## src/rtl/instruction_fetch.sv

```systemverilog
// Fetch stage: owns the program counter, issues word reads to instruction
// memory and holds the returned instruction in the IR until execute accepts it.
// Execute can redirect fetch after a taken branch, or halt it permanently.
module instruction_fetch #(
  parameter int                ADDR_W   = 16,
  parameter int                DATA_W   = 16,
  parameter logic [ADDR_W-1:0] RESET_PC = '0
) (
  input  logic              clock,
  input  logic              reset,
  output logic              mem_req,
  output logic [ADDR_W-1:0] mem_addr,
  input  logic              mem_ack,
  input  logic [DATA_W-1:0] mem_rdata,
  output logic              ir_valid,
  input  logic              ir_ready,
  output logic [DATA_W-1:0] ir_data,
  output logic [ADDR_W-1:0] ir_pc,
  input  logic              redirect,
  input  logic [ADDR_W-1:0] redirect_pc,
  input  logic              halt,
  output logic              halted
);

  typedef enum logic [2:0] {
    BOOT    = 3'd0,
    REQ     = 3'd1,
    FULL    = 3'd2,
    DISCARD = 3'd3,
    HALTED  = 3'd4
  } state_t;

  localparam logic [ADDR_W-1:0] PC_ONE = {{(ADDR_W-1){1'b0}}, 1'b1};

  state_t            state;
  logic [ADDR_W-1:0] pc;
  logic [ADDR_W-1:0] pending_pc;
  logic              halt_pending;
  logic [ADDR_W-1:0] pc_inc;
  logic [ADDR_W-1:0] discard_target;

  // Sequential PC wraps naturally at the top of the address space.
  assign pc_inc = pc + PC_ONE;

  // A redirect arriving in the same cycle as the dropped ack is newer than the
  // stored target, so it wins.
  assign discard_target = redirect ? redirect_pc : pending_pc;

  // Fetch state machine; all outputs are registered.
  // Priority in every state is halt, then redirect, then normal flow.
  // A memory request, once raised, keeps mem_req and mem_addr fixed until the
  // ack, so flushes during an outstanding read go through DISCARD.
  always_ff @(posedge clock or posedge reset) begin
    if (reset) begin
      state        <= BOOT;
      pc           <= RESET_PC;
      pending_pc   <= RESET_PC;
      halt_pending <= 1'b0;
      mem_req      <= 1'b0;
      mem_addr     <= RESET_PC;
      ir_valid     <= 1'b0;
      ir_data      <= '0;
      ir_pc        <= '0;
      halted       <= 1'b0;
    end else begin
      case (state)
        BOOT: begin
          if (halt) begin
            halted <= 1'b1;
            state  <= HALTED;
          end else if (redirect) begin
            pc       <= redirect_pc;
            mem_addr <= redirect_pc;
            mem_req  <= 1'b1;
            state    <= REQ;
          end else begin
            mem_addr <= pc;
            mem_req  <= 1'b1;
            state    <= REQ;
          end
        end

        REQ: begin
          if (halt) begin
            if (mem_ack) begin
              mem_req <= 1'b0;
              halted  <= 1'b1;
              state   <= HALTED;
            end else begin
              halt_pending <= 1'b1;
              state        <= DISCARD;
            end
          end else if (redirect) begin
            if (mem_ack) begin
              pc       <= redirect_pc;
              mem_addr <= redirect_pc;
            end else begin
              pending_pc <= redirect_pc;
              state      <= DISCARD;
            end
          end else if (mem_ack) begin
            ir_data  <= mem_rdata;
            ir_pc    <= pc;
            pc       <= pc_inc;
            ir_valid <= 1'b1;
            mem_req  <= 1'b0;
            state    <= FULL;
          end
        end

        FULL: begin
          if (halt) begin
            ir_valid <= 1'b0;
            halted   <= 1'b1;
            state    <= HALTED;
          end else if (redirect) begin
            ir_valid <= 1'b0;
            pc       <= redirect_pc;
            mem_addr <= redirect_pc;
            mem_req  <= 1'b1;
            state    <= REQ;
          end else if (ir_ready) begin
            ir_valid <= 1'b0;
            mem_addr <= pc;
            mem_req  <= 1'b1;
            state    <= REQ;
          end
        end

        DISCARD: begin
          if (mem_ack) begin
            if (halt || halt_pending) begin
              halt_pending <= 1'b0;
              mem_req      <= 1'b0;
              halted       <= 1'b1;
              state        <= HALTED;
            end else begin
              pc       <= discard_target;
              mem_addr <= discard_target;
              state    <= REQ;
            end
          end else if (halt) begin
            halt_pending <= 1'b1;
          end else if (redirect) begin
            pending_pc <= redirect_pc;
          end
        end

        HALTED: begin
          mem_req  <= 1'b0;
          ir_valid <= 1'b0;
          halted   <= 1'b1;
        end

        default: begin
          mem_req  <= 1'b0;
          ir_valid <= 1'b0;
          state    <= BOOT;
        end
      endcase
    end
  end

endmodule
```

## config.mk

```make
export PLATFORM = sky130hd
export DESIGN_NAME = instruction_fetch
export DESIGN_NICKNAME = d
export VERILOG_FILES = /design/src/rtl/instruction_fetch.sv
export SDC_FILE = /design/constraint.sdc
export NUM_CORES = 1
export LEC_CHECK = 0
export BUFFER_PORTS_ARGS = -buffer_cell sky130_fd_sc_hd__buf_2
export CORE_MARGIN = 2
export CORE_UTILIZATION = 60
export CTS_BUF_LIST = sky130_fd_sc_hd__clkbuf_8 sky130_fd_sc_hd__clkbuf_16
export CTS_CLUSTER_SIZE = 24
export DETAILED_ROUTE_END_ITERATION = 7
export PLACE_DENSITY = 0.93
export SLEW_MARGIN = 30
export SYNTH_ARGS = -nofsm -noshare
export SYNTH_HDL_FRONTEND = slang
export SYNTH_SLANG_ARGS = --single-unit
```

## constraint.sdc

```tcl
create_clock -name clock -period 8.9 [get_ports clock]
set_clock_uncertainty 0.2 [all_clocks]
set_input_delay 1.78 -clock clock [delete_from_list [all_inputs] [get_ports clock]]
set_output_delay 1.78 -clock clock [all_outputs]
set_load 0.05 [all_outputs]
```

==> metrics.txt, run 1 <==
Initial Util=0.624; RR Endpoint=pc[15]; share of cells above drive strength 1=0.305; Syn Nets=~500; Reg clk slew, reported paths=80 ps; CTS Hold Bufs=0; Total Negative Setup Slacks=0 ps; crit path kind=input port to register; VDD IR max=0.175 mV; Root Driver=clkbuf_8; Via-to-Cell Ratio=6.36; num ports=a little under 90; path category of the worst min-delay check=register to register; TritonCTS buffer count=9; Reg area=approximately 2200 µm²; Cells after Synth=453; fillers=approximately 570; WP data required=just under 9000 ps; area occupied by multi-input gates=2140 µm²; final hold slack=about 280 ps; Critical Path Sink=pending_pc[5]; first-pass GRT wire length=about 19 mm; Final Hold Fails=0; largest cells by area after synthesis=dfrtp_1 48%, mux2_2 8.7%, o21ai_0 5.2%, nand2_1 4.1%, o22ai_1 3.3%; wire per inst=~19 µm; largest net degree at the start of global routing=72; min-delay src=ir_pc[2]; most frequent cell after synthesis=dfrtp_1; Placer Congestion=a little over 0.9; FMAX=about 0.27 GHz; Port-buffer cells=approximately 90; relative slew slack=0.366; Clock Path Buffers=2; clk_lat worst skew=approximately 370 ps; post-synthesis instance area=4550 µm²; critical-path cell list=buf_2 -> buf_4 -> nand2b_1 -> or3_1 -> mux2_4; RSZ-0062 raised after global routing=no; CP max FO=71; Post-synth top cells=87 x dfrtp_1, 50 x nand2_1, 47 x o21ai_0; Post-synth EDFFs=0; final net count=between 500 and 600; Critical R2R Launch=state[1]; DR iter-0 viols=~320; Final Max Tran Viols=0; Core ar.=around 7300 µm²; CTS tree=done; # rows=31; Die Ht=roughly 90 µm; Vias=3961; post-detail-place hpwl=just under 8 mm; Total Wirelength=approximately 12 mm; Detail Route Antenna Nets=0; Yosys top cell area share=0.479; DIE WIDTH=91.1 µm; ant diodes=0; crit-path max cell delay=~730 ps; register bit total from synthesis=87; Synth Warn #=0; ys flop type=dfrtp_1; Distinct cells, synth=56; number of global-route vias before repair=3858; overall overflow remaining after global route=0; drt first pass iters=5; initial antenna violation count=0; status=complete, no violations; full die area=between 8000 and 9000 µm²; critical path launch point=redirect; R2R Setup Slk=around 6100 ps; CP max-delay cell=or3_1; PD cells=around 400 nW/µm²; GRT Total Usage=0.290; Pleak=between 2 and 2.5 nW; Period minus WS final=3760 ps; number of max-cap violations=0; htree depth=3; final setup violation count=0; crit end category=register; crit path launch type=input port; worst reg-to-reg path cell count=4; number of setup buffers added after CTS=0; worst-margin pin slew=947 ps; DRC viols=0; Tcrit/Tclk final=0.423; average cell area after synthesis=~10 µm²; CTS resizes=0; ys async rst share=1.00; CP arrival=about 3800 ps; Yosys top cell by area=dfrtp_1; sequential area share after synthesis=0.479; Area Growth Syn to Fin=13.9%; CTS sink cnt=87
[worst max-delay path, delay by kind of cell]
family / cells / cell delay [ps]
mux: 1 / 440
simple gates: 2 / 930
buf+inv: 2 / 630
[metrics by stage]
stage	power (mW)	util	cell area, µm²	setup WS (ps)	cells
5_1_grt	2.22	0.710	5180	5030	623
4_1_cts	2.10	0.710	5180	5180	623
3_3_place_gp	1.77	0.682	4970	4890	608
6_report	2.11	0.710	5180	5140	623
2_1_floorplan	1.56	-	4550	4670	453
3_5_place_dp	1.82	0.682	4970	4800	608
[how the worst min path moves through the flow]
stage / endpoint / slack, ps / depth (start not counted)
floorplan: pending_pc[10] / 270 / 2
global placement: ir_pc[9] / 260 / 2
detailed placement: halted / 260 / 2
CTS: ir_pc[2] / 290 / 2
global route: mem_addr[2] / 310 / 2
finish: ir_pc[2] / 280 / 2
[cell families after synthesis]
logic type | Yosys count | synth area share
AO/OA/AOI/OAI | 168 | 0.243
XOR/XNOR | 2 | 0.00385
flip-flops | 87 | 0.479
adder cells (fa/ha/maj) | 1 | 0.00275
AND/OR/NAND/NOR | 99 | 0.102
buffers and inverters | 50 | 0.0520
multiplexers | 46 | 0.118
[flip-flops by register name (all words and copies together) (netlist names)]
| register | flops |
|---|---|
| halt_pending | 1 |
| ir_pc | 16 |
| mem_addr | 16 |
| ir_data | 16 |
| ir_valid | 1 |
| state | 3 |
| mem_req | 1 |
| pending_pc | 16 |
| halted | 1 |
| pc | 16 |
[layout make-up]
| cell class | count | area share |
|---|---|---|
| Multi-Input combinational cell | 316 | 0.414 |
| Timing Repair Buffer | 93 | 0.0923 |
| Inverter | 13 | 0.00967 |
| Tap cell | 99 | 0.0239 |
| Clock buffer | 11 | 0.0292 |
| Clock inverter | 4 | 0.0106 |
| Sequential cell | 87 | 0.420 |
[cells in the final DEF (no fill, tap or decap), types with 6 or more instances in the layout]
cell type,instances
a31oi_1,8
a21oi_1,25
mux2_4,6
nor2_1,13
nor3_1,9
nand3_1,9
o22a_1,11
dfrtp_1,87
o21ai_0,46
nand2_1,50
inv_1,11
a2bb2oi_1,6
o22ai_1,24
clkbuf_8,11
buf_2,88
a22oi_1,6
a22o_1,7
mux2_2,35
[power breakdown]
part	switching (mW)	total, mW	internal, mW
logic	0.714	1.06	0.344
clock network	0.140	0.285	0.144
registers	0.188	0.765	0.577
[layer usage]
layer	track usage	wire, µm	up-vias
met5	0	0	-
met3	0.0456	819	38
met4	0.139	401	0
li1	-	-	1812
met1	0.381	4600	1909
met2	0.472	5770	202
Note: power is estimated with default switching activity, not from simulation.
==> run 2: changes to the inputs <==
- CORE_UTILIZATION: 60 -> 55
- PLACE_DENSITY: 0.93 -> 0.87
- clock period: 8.9 -> 3.6 ns (I/O delays scaled with it)
==> run 2 against run 1 <==
  * Global-route usage fell by 2.2 points
  * Flip-flop and latch count stayed put
  * Sequential share of layout area hardly changed
  * Setup slack lost 4200 ps
  * Sequential power rose by 140%
  * Die area increased by 8.7%
  * Power grew 140%
  * Critical path type is now register to register
  * Highest routed layer unchanged
==> metrics.txt, run 2 (synthesis results as in run 1) <==
number of max-cap violations=0 (unchanged); fillers=662 (+16%); initial antenna violation count=0 (unchanged); overall overflow remaining after global route=0 (unchanged); num ports=89 (unchanged); FMAX=~0.37 GHz; most frequent cells in the layout=88 x buf_2, 87 x dfrtp_1, 50 x nand2_1; CTS Hold Bufs=0 (unchanged); post-detail-place hpwl=7.76 mm (-0.85%); full die area=9010 µm² (+8.7%); htree depth=3 (unchanged); crit path kind=register to register; Placer Congestion=0.915 (-0.53%); Root Driver=clkbuf_8; ant diodes=0 (unchanged); Vias=4019 (+1.5%); drt first pass iters=5 (unchanged); clk_lat worst skew=370 ps (about the same); Reg area=2180 µm² (unchanged); Initial Util=0.559 (-0.0646); # rows=33 (+6.5%); wire per inst=18.1 µm (-2.7%); Total Negative Setup Slacks=0 ps (unchanged); share of cells above drive strength 1=0.309 (+0.00337); DRC viols=0 (unchanged); crit path launch type=register; Final Hold Fails=0 (unchanged); GRT Total Usage=0.268 (-0.0221); number of global-route vias before repair=3711 (-3.8%); relative slew slack=0.376 (+0.00953); pre-CTS setup slack=740 ps (-4060 ps); PD cells=991 nW/µm² (+140%); number of setup buffers added after CTS=0 (unchanged); Period minus WS final=2700 ps; worst-margin pin slew=933 ps (-14.2 ps); crit end category=register; DR iter-0 viols=410 (+29%); first-pass GRT wire length=18.3 mm (-4.0%); Pleak=2.43 nW (-0.13%); crit-path max cell delay=810 ps (+80 ps); CP max-delay cell=nor2_1; WP data required=3670 ps (-5280 ps); CP arrival=2770 ps (-1040 ps); final net count=562 (+0.54%); Port-buffer cells=88 (unchanged); Tcrit/Tclk final=0.751; TritonCTS buffer count=9 (unchanged); Clock Path Buffers=2 (unchanged); CTS resizes=0 (unchanged); RSZ-0062 raised after global routing=no; CTS sink cnt=87 (unchanged); final setup violation count=0 (unchanged); CP max FO=18 (-75%); worst reg-to-reg path cell count=4 (unchanged); RR Endpoint=pc[15]; R2R Setup Slk=900 ps (-5220 ps); CTS tree=done; largest net degree at the start of global routing=39 (-46%); Area Growth Syn to Fin=13.9% (about the same); critical-path cell list=clkinv_1 -> nor2_1 -> a2111oi_0 -> a311oi_1; Critical R2R Launch=state[1]; Via-to-Cell Ratio=6.35 (-0.14%); commonest non-fill, non-tap cell in the layout=buf_2; Core ar.=8130 µm² (+12%); area occupied by multi-input gates=2140 µm² (-0.18%); Die Ht=94.9 µm (+4.3%); VDD IR max=0.361 mV (+110%); Final Max Tran Viols=0 (unchanged); path category of the worst min-delay check=input port to asynchronous set/reset pin; Detail Route Antenna Nets=0 (unchanged); Total Wirelength=11.5 mm (-1.2%); status=complete, no violations; DIE WIDTH=94.9 µm (+4.3%); post-route setup slack=895 ps (-4240 ps); Reg clk slew, reported paths=90 ps (about the same)
run 2: worst max-delay path by stage:
stage / startpoint / endpoint
final: state[1] / pc[15]
after floorplan: reset / halt_pending
after global routing: state[1] / pc[15]
after detailed placement: redirect / pending_pc[5]
after global placement: redirect / pending_pc[4]
after CTS: state[1] / pc[15]
run 2: where the power goes:
part	internal [mW]	switching, mW	leakage [nW]
logic	0.860	1.79	1.25
clock network	0.272	0.364	0.0849
registers	1.43	0.417	1.09
run 2: metal layers:
layer	track usage	wire, µm	up-vias
li1	-	-	1827
met2	0.408	5350	246
met4	0.152	518	0
met3	0.0551	1090	43
met5	0	0	-
met1	0.355	4510	1903
run 2: metrics by stage:
stage | utilization | hold WS, ps | std cells | power [mW] | cell area [µm²]
finish | 0.637 | 195 | 633 | 5.13 | 5180
global route | 0.637 | 223 | 633 | 5.44 | 5180
CTS | 0.637 | 196 | 633 | 5.13 | 5180
detailed placement | 0.614 | 258 | 617 | 4.48 | 5000
global placement | 0.614 | 260 | 617 | 4.39 | 5000
floorplan | - | 272 | 453 | 3.87 | 4550
run 2: area by class of cell:
type / count / area share
clock buffers: 10 / 0.0266
multi-input cells: 316 / 0.413
repair buffers: 96 / 0.0966
inverters: 13 / 0.00966
well taps: 105 / 0.0254
clock inverters: 6 / 0.00870
flip-flops and latches: 87 / 0.420
run 2: critical path, delay by kind of cell (launching register included):
family | cells | cell delay, ps
compound gates | 2 | 530
buf+inv | 1 | 400
flops | 1 | 660
simple gates | 1 | 810
